--- config.mk ---
export PLATFORM = sky130hd
export DESIGN_NAME = adbg_wb_burst_ctrl
export DESIGN_NICKNAME = d
export VERILOG_FILES = /design/src/rtl/adbg_wb_burst_pkg.sv /design/src/rtl/adbg_wb_burst_align.sv /design/src/rtl/adbg_wb_burst_ctrl.sv
export SDC_FILE = /design/constraint.sdc
export NUM_CORES = 1
export LEC_CHECK = 0
export CAP_MARGIN = 20
export CORE_MARGIN = 3
export CORE_UTILIZATION = 47
export CTS_BUF_LIST = sky130_fd_sc_hd__clkbuf_4
export DETAILED_ROUTE_END_ITERATION = 16
export PLACE_DENSITY_LB_ADDON = 0.3
export SLEW_MARGIN = 10
export SYNTH_ARGS = -nofsm -noshare
export SYNTH_HDL_FRONTEND = slang
export SYNTH_SLANG_ARGS = --single-unit
--- constraint.sdc ---
create_clock -name biu_clk -period 6.5 [get_ports biu_clk]
set_input_delay 0.65 -clock biu_clk [delete_from_list [all_inputs] [get_ports biu_clk]]
set_output_delay 0.65 -clock biu_clk [all_outputs]
set_load 0.05 [all_outputs]
--- src/rtl/adbg_wb_burst_pkg.sv ---
// rtl/adbg_wb_burst_pkg.sv - shared states, word sizes and lane helpers for the debug burst sequencer
package adbg_wb_burst_pkg;

    typedef enum logic [2:0] {
        S_IDLE,
        S_WDATA,
        S_ISSUE,
        S_WAIT,
        S_RDATA,
        S_DONE
    } state_e;

    localparam logic [3:0] SZ_BYTE = 4'd1;
    localparam logic [3:0] SZ_HALF = 4'd2;
    localparam logic [3:0] SZ_WORD = 4'd4;

    // Anything the decoder sends that is not a byte or half is treated as a full word.
    function automatic logic [3:0] norm_size(input logic [3:0] sz);
        return (sz == SZ_BYTE || sz == SZ_HALF) ? sz : SZ_WORD;
    endfunction

    function automatic logic [3:0] size_to_step(input logic [3:0] sz);
        return norm_size(sz);
    endfunction

    function automatic logic [31:0] msb_justify(input logic [3:0] sz, input logic [31:0] d);
        case (norm_size(sz))
            SZ_BYTE: return {d[7:0], 24'h0};
            SZ_HALF: return {d[15:0], 16'h0};
            default: return d;
        endcase
    endfunction

    function automatic logic [31:0] lsb_extract(input logic [3:0] sz, input logic [31:0] d);
        case (norm_size(sz))
            SZ_BYTE: return {24'h0, d[7:0]};
            SZ_HALF: return {16'h0, d[15:0]};
            default: return d;
        endcase
    endfunction

endpackage

--- src/rtl/adbg_wb_burst_align.sv ---
// rtl/adbg_wb_burst_align.sv - byte-lane justification between the word streams and the BIU
module adbg_wb_burst_align
    import adbg_wb_burst_pkg::*;
(
    input  logic [3:0]  word_size_i,
    input  logic [31:0] wr_data_i,
    input  logic [31:0] rd_raw_i,
    output logic [31:0] wr_just_o,
    output logic [31:0] rd_just_o
);

    assign wr_just_o = msb_justify(word_size_i, wr_data_i);
    assign rd_just_o = lsb_extract(word_size_i, rd_raw_i);

endmodule

--- src/rtl/adbg_wb_burst_ctrl.sv ---
// rtl/adbg_wb_burst_ctrl.sv - debug Wishbone burst sequencer feeding the BIU one word at a time
module adbg_wb_burst_ctrl
    import adbg_wb_burst_pkg::*;
#(
    parameter int ADDR_WIDTH = 32,
    parameter int DATA_WIDTH = 32,
    parameter int CNT_WIDTH  = 16
) (
    input  logic                  biu_clk,
    input  logic                  biu_rst,
    input  logic                  cmd_valid,
    output logic                  cmd_ready,
    input  logic [ADDR_WIDTH-1:0] cmd_addr,
    input  logic [3:0]            cmd_word_size,
    input  logic [CNT_WIDTH-1:0]  cmd_count,
    input  logic                  cmd_rw,
    input  logic                  abort,
    input  logic                  wr_valid,
    output logic                  wr_ready,
    input  logic [DATA_WIDTH-1:0] wr_data,
    output logic                  rd_valid,
    input  logic                  rd_ready,
    output logic [DATA_WIDTH-1:0] rd_data,
    output logic                  busy,
    output logic                  done,
    output logic                  err,
    output logic [ADDR_WIDTH-1:0] err_addr,
    output logic                  biu_strb,
    output logic                  biu_rw,
    output logic [ADDR_WIDTH-1:0] biu_addr,
    output logic [3:0]            biu_word_size,
    output logic [DATA_WIDTH-1:0] biu_di,
    input  logic                  biu_rdy,
    input  logic [DATA_WIDTH-1:0] biu_do,
    input  logic                  biu_err
);

    state_e                state_q, state_d;
    logic [ADDR_WIDTH-1:0] addr_q, addr_d;
    logic [ADDR_WIDTH-1:0] err_addr_q, err_addr_d;
    logic [3:0]            size_q, size_d;
    logic                  rw_q, rw_d;
    logic                  err_q, err_d;
    logic                  abort_q, abort_d;
    logic [CNT_WIDTH-1:0]  cnt_q, cnt_d, cnt_dec;
    logic [DATA_WIDTH-1:0] di_q, di_d;
    logic [DATA_WIDTH-1:0] rd_q, rd_d;
    logic [DATA_WIDTH-1:0] wr_just, rd_just;
    logic                  abort_seen;

    adbg_wb_burst_align u_align (
        .word_size_i (size_q),
        .wr_data_i   (wr_data),
        .rd_raw_i    (biu_do),
        .wr_just_o   (wr_just),
        .rd_just_o   (rd_just)
    );

    assign cnt_dec    = cnt_q - CNT_WIDTH'(1);
    assign abort_seen = abort_q | abort;

    always_comb begin
        state_d    = state_q;
        addr_d     = addr_q;
        err_addr_d = err_addr_q;
        size_d     = size_q;
        rw_d       = rw_q;
        err_d      = err_q;
        cnt_d      = cnt_q;
        di_d       = di_q;
        rd_d       = rd_q;
        abort_d    = abort_q | (abort && state_q != S_IDLE);

        unique case (state_q)
            S_IDLE: begin
                if (cmd_valid) begin
                    addr_d     = cmd_addr;
                    size_d     = norm_size(cmd_word_size);
                    rw_d       = cmd_rw;
                    cnt_d      = cmd_count;
                    err_d      = 1'b0;
                    err_addr_d = '0;
                    abort_d    = 1'b0;
                    if (cmd_count == '0)  state_d = S_DONE;
                    else if (cmd_rw)      state_d = S_ISSUE;
                    else                  state_d = S_WDATA;
                end
            end
            S_WDATA: begin
                // A word offered together with abort is still written; abort only wins on an empty slot.
                if (wr_valid) begin
                    di_d    = wr_just;
                    state_d = S_ISSUE;
                end else if (abort_seen) begin
                    state_d = S_DONE;
                end
            end
            S_ISSUE: begin
                if (biu_rdy) state_d = S_WAIT;
            end
            S_WAIT: begin
                if (biu_rdy) begin
                    if (biu_err && !err_q) err_addr_d = addr_q;
                    err_d  = err_q | biu_err;
                    cnt_d  = cnt_dec;
                    addr_d = addr_q + ADDR_WIDTH'(size_to_step(size_q));
                    if (rw_q) begin
                        rd_d    = rd_just;
                        state_d = S_RDATA;
                    end else if (cnt_dec == '0 || abort_seen) begin
                        state_d = S_DONE;
                    end else begin
                        state_d = S_WDATA;
                    end
                end
            end
            S_RDATA: begin
                if (rd_ready) state_d = (cnt_q == '0 || abort_seen) ? S_DONE : S_ISSUE;
            end
            S_DONE: begin
                abort_d = 1'b0;
                state_d = S_IDLE;
            end
            default: state_d = S_IDLE;
        endcase
    end

    always_ff @(posedge biu_clk or posedge biu_rst) begin
        if (biu_rst) begin
            state_q    <= S_IDLE;
            addr_q     <= '0;
            err_addr_q <= '0;
            size_q     <= SZ_WORD;
            rw_q       <= 1'b0;
            err_q      <= 1'b0;
            abort_q    <= 1'b0;
            cnt_q      <= '0;
            di_q       <= '0;
            rd_q       <= '0;
        end else begin
            state_q    <= state_d;
            addr_q     <= addr_d;
            err_addr_q <= err_addr_d;
            size_q     <= size_d;
            rw_q       <= rw_d;
            err_q      <= err_d;
            abort_q    <= abort_d;
            cnt_q      <= cnt_d;
            di_q       <= di_d;
            rd_q       <= rd_d;
        end
    end

    assign cmd_ready     = (state_q == S_IDLE);
    assign wr_ready      = (state_q == S_WDATA);
    assign rd_valid      = (state_q == S_RDATA);
    assign busy          = (state_q != S_IDLE);
    assign done          = (state_q == S_DONE);
    assign biu_strb      = (state_q == S_ISSUE);
    assign rd_data       = rd_q;
    assign err           = err_q;
    assign err_addr      = err_addr_q;
    assign biu_rw        = rw_q;
    assign biu_addr      = addr_q;
    assign biu_word_size = size_q;
    assign biu_di        = di_q;

endmodule

# After elaboration in Yosys (flattened, before gate mapping)
# Index checks and enable logic that the tools add are counted.
# totals
wordCells,82
output_inout_bits,140
register_bits,154
in_bits,125
# classes
n_reduce_logical,19
muxes,31
addsub,2
bitwise_logic,3
n_eq_ne,17
# op_table
op,n
one-hot mux 32 bit (2 select lines),4
2-to-1 mux 32 bit,5
zero test 16 bit,3
adder 32 x 4 -> 32 bit,1
2-to-1 mux 16 bit,2
one-hot mux 16 bit (2 select lines),1
2-to-1 mux 3 bit,10
"subtractor 16 x 1 -> 16 bit, second input constant",1
one-hot mux 3 bit (5 select lines),1
"equality test 4 x 1 -> 1 bit, second input constant",3
"equality test 4 x 2 -> 1 bit, second input constant",3
2-to-1 mux 4 bit,2
"equality test 3 x 2 -> 1 bit, second input constant",2
"equality test 3 bit, second input constant",2
"!= test 2 bit, second input constant",3
AND reduction 3 bit,2
AND reduction 5 bit,1
logical OR 1 bit,4
"!= test 2 x 1 -> 1 bit, second input constant",2
one-hot mux 1 bit (2 select lines),2
AND reduction 2 bit,2
AND reduction 4 bit,1
"equality test 3 x 1 -> 1 bit, second input constant",1
zero test 3 bit,1
8 further kinds,13

# Longest topological paths before layout
# logic_depth
depth_word,7
mapped_depth,13
depth_no_buf,10

# Modules after synthesis
# From an unflattened synthesis, not the netlist that was laid out.
# hier_totals
cells_unflattened,853
area_unflattened_um2,8195.4
# by_module_without_submodules
module,n_inst,seq_area_each_um2,area_each_um2,cells_per_inst
adbg_wb_burst_ctrl,1,3854.9,7592.3,771
adbg_wb_burst_align,1,0.0,603.1,82

# Worst setup path before layout
# No wires, ideal clock.
# synth_path
path_kind,reg-to-reg
startpoint,"register size_q[3], in the netlist biu_word_size[3]"
endpoint,"register addr_q[28], in the netlist biu_addr[28]"
stages_incl_launch_ff,14
setup_ps,147
n_path_buf,3
setup_slack_ps,3056
required_ps,6353
arrival_ps,3297
period_less_slack_ps,3444
path_cell_list,dfrtp_1 > or4b_1 > buf_2 > inv_2 > buf_4 > nor2_1 > clkbuf_1 > ha_1 > a21o_1 > a21oi_1 > nand4b_4 > nor3b_4 > a211oi_1 > a311oi_1
# synth_via
elab_chain_len,6
word_cells_on_any_way,7
cone_classes,1 x add/sub; 2 x eq/ne; 3 x mux; 1 x reduce/logical
# synth_rtl
element,line,rtl
"start, declared",adbg_wb_burst_ctrl.sv:41,"logic [3:0] size_q, size_d;"
"start signal, assigned",adbg_wb_burst_ctrl.sv:144,size_q <= size_d;
equality test 4 x 1 -> 1 bit or equality test 4 x 2 -> 1 bit (tied branches),adbg_wb_burst_pkg.sv:19,return (sz == SZ_BYTE || sz == SZ_HALF) ? sz : SZ_WORD;
logical OR 1 bit,adbg_wb_burst_pkg.sv:19,
2-to-1 mux 4 bit *,adbg_wb_burst_pkg.sv:19,
adder 32 x 4 -> 32 bit *,adbg_wb_burst_ctrl.sv:106,addr_d = addr_q + ADDR_WIDTH'(size_to_step(size_q));
2-to-1 mux 32 bit *,adbg_wb_burst_ctrl.sv:102,if (biu_rdy) begin
one-hot mux 32 bit (2 select lines) *,adbg_wb_burst_ctrl.sv:74,unique case (state_q)
"end signal, assigned",adbg_wb_burst_ctrl.sv:142,addr_q <= addr_d;
"end, declared",adbg_wb_burst_ctrl.sv:39,"logic [ADDR_WIDTH-1:0] addr_q, addr_d;"
# Every way passes the cells marked *; elsewhere a longest branch is shown, timed or not. The select of a mux whose other input is x is not followed.
# A chain may end at the register's enable or synchronous reset.

# Worst setup path in the final report
# layout_path
startpoint,"register size_q[3], in the netlist biu_word_size[3]"
endpoint,"register addr_q[30], in the netlist biu_addr[30]"
# Same word-level chain as after synthesis.

==> run_results.csv <==
group,metric,value,unit
power,combinationalPowerShare,0.600,
clock_network,clock-sinks,154,
synth,synth_top_flop_cell,"dfrtp_1",
timing,whs,495,ps
timing,max_freq,260,MHz
worst_hold_path,hp-class,"flip-flop to flip-flop",
synth,synthesis.nets,984,
power,internal_power,0.00282,W
status,status,"complete, no violations",
cells_and_area,regArea,3850,sq um
cells_and_area,drive_gt1_frac,0.0701,
timing,slew_headroom,0.295,
synth,synth_cell_type_count,75,
critical_path,critPathKind,"flip-flop to flip-flop",
cells_and_area,fin_area,10900,sq um
power,p_sw_frac,0.531,
critical_path,crit_path_start_kind,"flip-flop",
timing,fin_crit_sh,0.591,
critical_path,r2r-end,"biu_addr[30]",
placement,place_hpwl,16800,um
cells_and_area,nFillCells,1316,
critical_path,r2r_start,"biu_word_size[3]",
placement,gp_congestion,0.860,
critical_path,critPathArrivalTime,4300,ps
clock_network,cts_root_buf,"clkbuf_4",
floorplanning,dieArea,18200,sq um
timing,tightest_slew,1050,ps
floorplanning,ios,265,
floorplanning,fp.dieW,135,um
synth,synth_edf_count,0,
power,p_leak,4.56,nW
route,vias,7469,
synth,synth_seq_cells,154,
power,clockPowerShare,0.101,
grt,grt_max_degree,102,
route,drt-vias-per-instance,5.68,
critical_path,cp_max_fo,33,
worst_hold_path,hold_end,"err_addr[1]",
job,max_cap_viol_count,0,
floorplanning,placementRows,46,
cells_and_area,nets,1218,
critical_path,ff2ff_path_depth,11,
clock_network,clk-insertion-delay-late,560,ps
floorplanning,die_h,135,um
clock_network,cts_setup_buffers,0,
worst_hold_path,hold_path.startpoint,"err_addr[1]",
clock_network,clk_pin_slew,130,ps
power,power_density,555,nW/um^2
timing,min_period,3840,ps
clock_network,cts_tree,"built",
synth,syn_area,7800,sq um
power,ir_drop,0.333,mV
timing,tns,0,ps
synth,syn_inst,851,
grt,grt_pass1_wl,37400,um
route,drc,0,
timing,drv_slew,0,
floorplanning,start_util,0.486,
grt,overflow,0,
power,seqPwrFrac,0.299,
synth,avgSynthCellArea,9.17,sq um
synth,yosysSeqAreaShare,0.494,
cells_and_area,multi_input_area,3670,sq um
timing,finalHoldViolCount,0,
clock_network,cts.htree.levels,4,
placement,io_buffers,264,
grt,antenna_found_initial,1,
clock_network,clockBufferDepth,2,
clock_network,numCtsBuffers,17,
timing,rsz0062_at_grt,"false",
route,wl_per_cell,18.0,um
timing,fin_skew,26.0,ps
floorplanning,design.core.area,16100,sq um
worst_hold_path,holdPathStages,2,
route,routed_wl,23700,um
timing,finalSetupViolCount,0,
cells_and_area,area_growth,39.1,%
power,switching_power,0.00320,W
placement,postPlaceCellArea,10600,sq um
route,dr.pass1.iters,5,
grt,grt_pass1_vias,7165,
synth,ys_async_sr_fraction,1.00,
route,drtAntennaViolNets,0,
synth,yosys_warnings,0,
critical_path,r2r_slack,2660,ps
critical_path,end_kind,"flip-flop",
clock_network,cts_hold_buf,0,
clock_network,ctsResizeCount,0,
critical_path,worstPathRequired,6960,ps
route,drt_iter0_drc,542,
grt,grt_usage,0.257,
## metrics by stage
| step | utilization | power (W) | std cells | worst slack (ps) |
|---|---|---|---|---|
| final | 0.676 | 0.00602 | 1315 | 2660 |
| after global routing | 0.676 | 0.00638 | 1315 | 2450 |
| after CTS | 0.676 | 0.00605 | 1314 | 2680 |
| after detailed placement | 0.658 | 0.00543 | 1282 | 2730 |
| after global placement | 0.658 | 0.00536 | 1282 | 2850 |
| after floorplan | - | 0.00422 | 851 | 1700 |
## placed cells by master, fill, tap and decap left out, drive strengths merged, types with 8 or more instances in the layout
cell type,instances
a22oi,12
nor3b,8
o31ai,8
nor3,18
a21oi,60
buf,9
nand4,9
nand2,168
and3,16
nor4,13
a22o,26
o22ai,12
o21ai,107
clkdlybuf4s50,264
inv,17
dfrtp,153
nor2,46
mux2,10
nand3,15
clkbuf,17
## sequential cells by signal, summed over array words and instances, names as in the netlist
signal,count
biu_addr,32
biu_di,32
err_addr,32
rd_data,32
cnt_q,16
biu_word_size,4
state_q,3
abort_q,1
biu_rw,1
err,1
## power groups by stage
| stage | combinational, W | clock, W | sequential [W] |
|---|---|---|---|
| after floorplan | 0.00130 | 0 | 0.00292 |
| after global placement | 0.00356 | 0 | 0.00179 |
| after detailed placement | 0.00362 | 0 | 0.00181 |
| after CTS | 0.00363 | 0.000626 | 0.00179 |
| after global routing | 0.00384 | 0.000672 | 0.00187 |
| final | 0.00361 | 0.000607 | 0.00180 |
## logic make-up after synthesis
kind of cell | share of synthesized area
xor+xnor | 0.00673
compound gates | 0.224
flops | 0.494
buf+inv | 0.0380
other cells | 0.000480
simple gates | 0.206
mux | 0.0170
fa+ha+maj | 0.0138
## per-layer routing
layer	track usage	part of all wire
met1	0.341	0.42
met2	0.426	0.50
met3	0.0499	0.058
met4	0.0882	0.027
met5	0	0
## cells in the mapped netlist (6+ instances only)
cell	number	area share
o22ai_1	12	0.0096
a22oi_1	12	0.012
nor2_1	44	0.021
a22o_1	26	0.029
or3_1	7	0.0056
o21ai_1	7	0.0045
buf_2	18	0.012
a211oi_1	7	0.0067
a21oi_1	59	0.038
inv_1	10	0.0048
nand3_1	15	0.0096
nand4_1	8	0.0064
dfrtp_1	153	0.49
ha_1	7	0.011
a311oi_1	6	0.0067
nor4_1	11	0.0088
o21ai_0	100	0.064
and3_1	14	0.011
nand2_1	168	0.081
nor3_1	16	0.010
o31ai_1	8	0.0077
mux2_2	10	0.014
clkbuf_1	34	0.016
## worst max-delay path, cell delays in order, from the launching register on
cell      delay (ps)
dfrtp_1          460
or4b_1           740
inv_2            270
nor2_2            60
buf_4            260
ha_1             370
a21o_1           190
a21oi_1          630
nand4b_4         320
nor3b_4           80
and3_1           170
nor3_1           180
## how the worst max path moves through the flow
stage	start	to	cells after the start
floorplan	biu_rst	abort_q	1
global placement	biu_word_size[3]	biu_addr[28]	11
detailed placement	biu_word_size[3]	biu_addr[30]	11
CTS	biu_word_size[3]	biu_addr[30]	11
global route	biu_word_size[3]	biu_addr[22]	11
finish	biu_word_size[3]	biu_addr[30]	11
## cell type report
cell class	instances	share of cell area
Sequential cell	154	0.355
Clock buffer	17	0.0118
Multi-Input combinational cell	627	0.338
Clock inverter	15	0.0152
Antenna cell	1	0.000231
Timing Repair Buffer	273	0.250
Inverter	12	0.00461
Tap cell	216	0.0249
No activity file was read; power rests on OpenSTA's default activity.
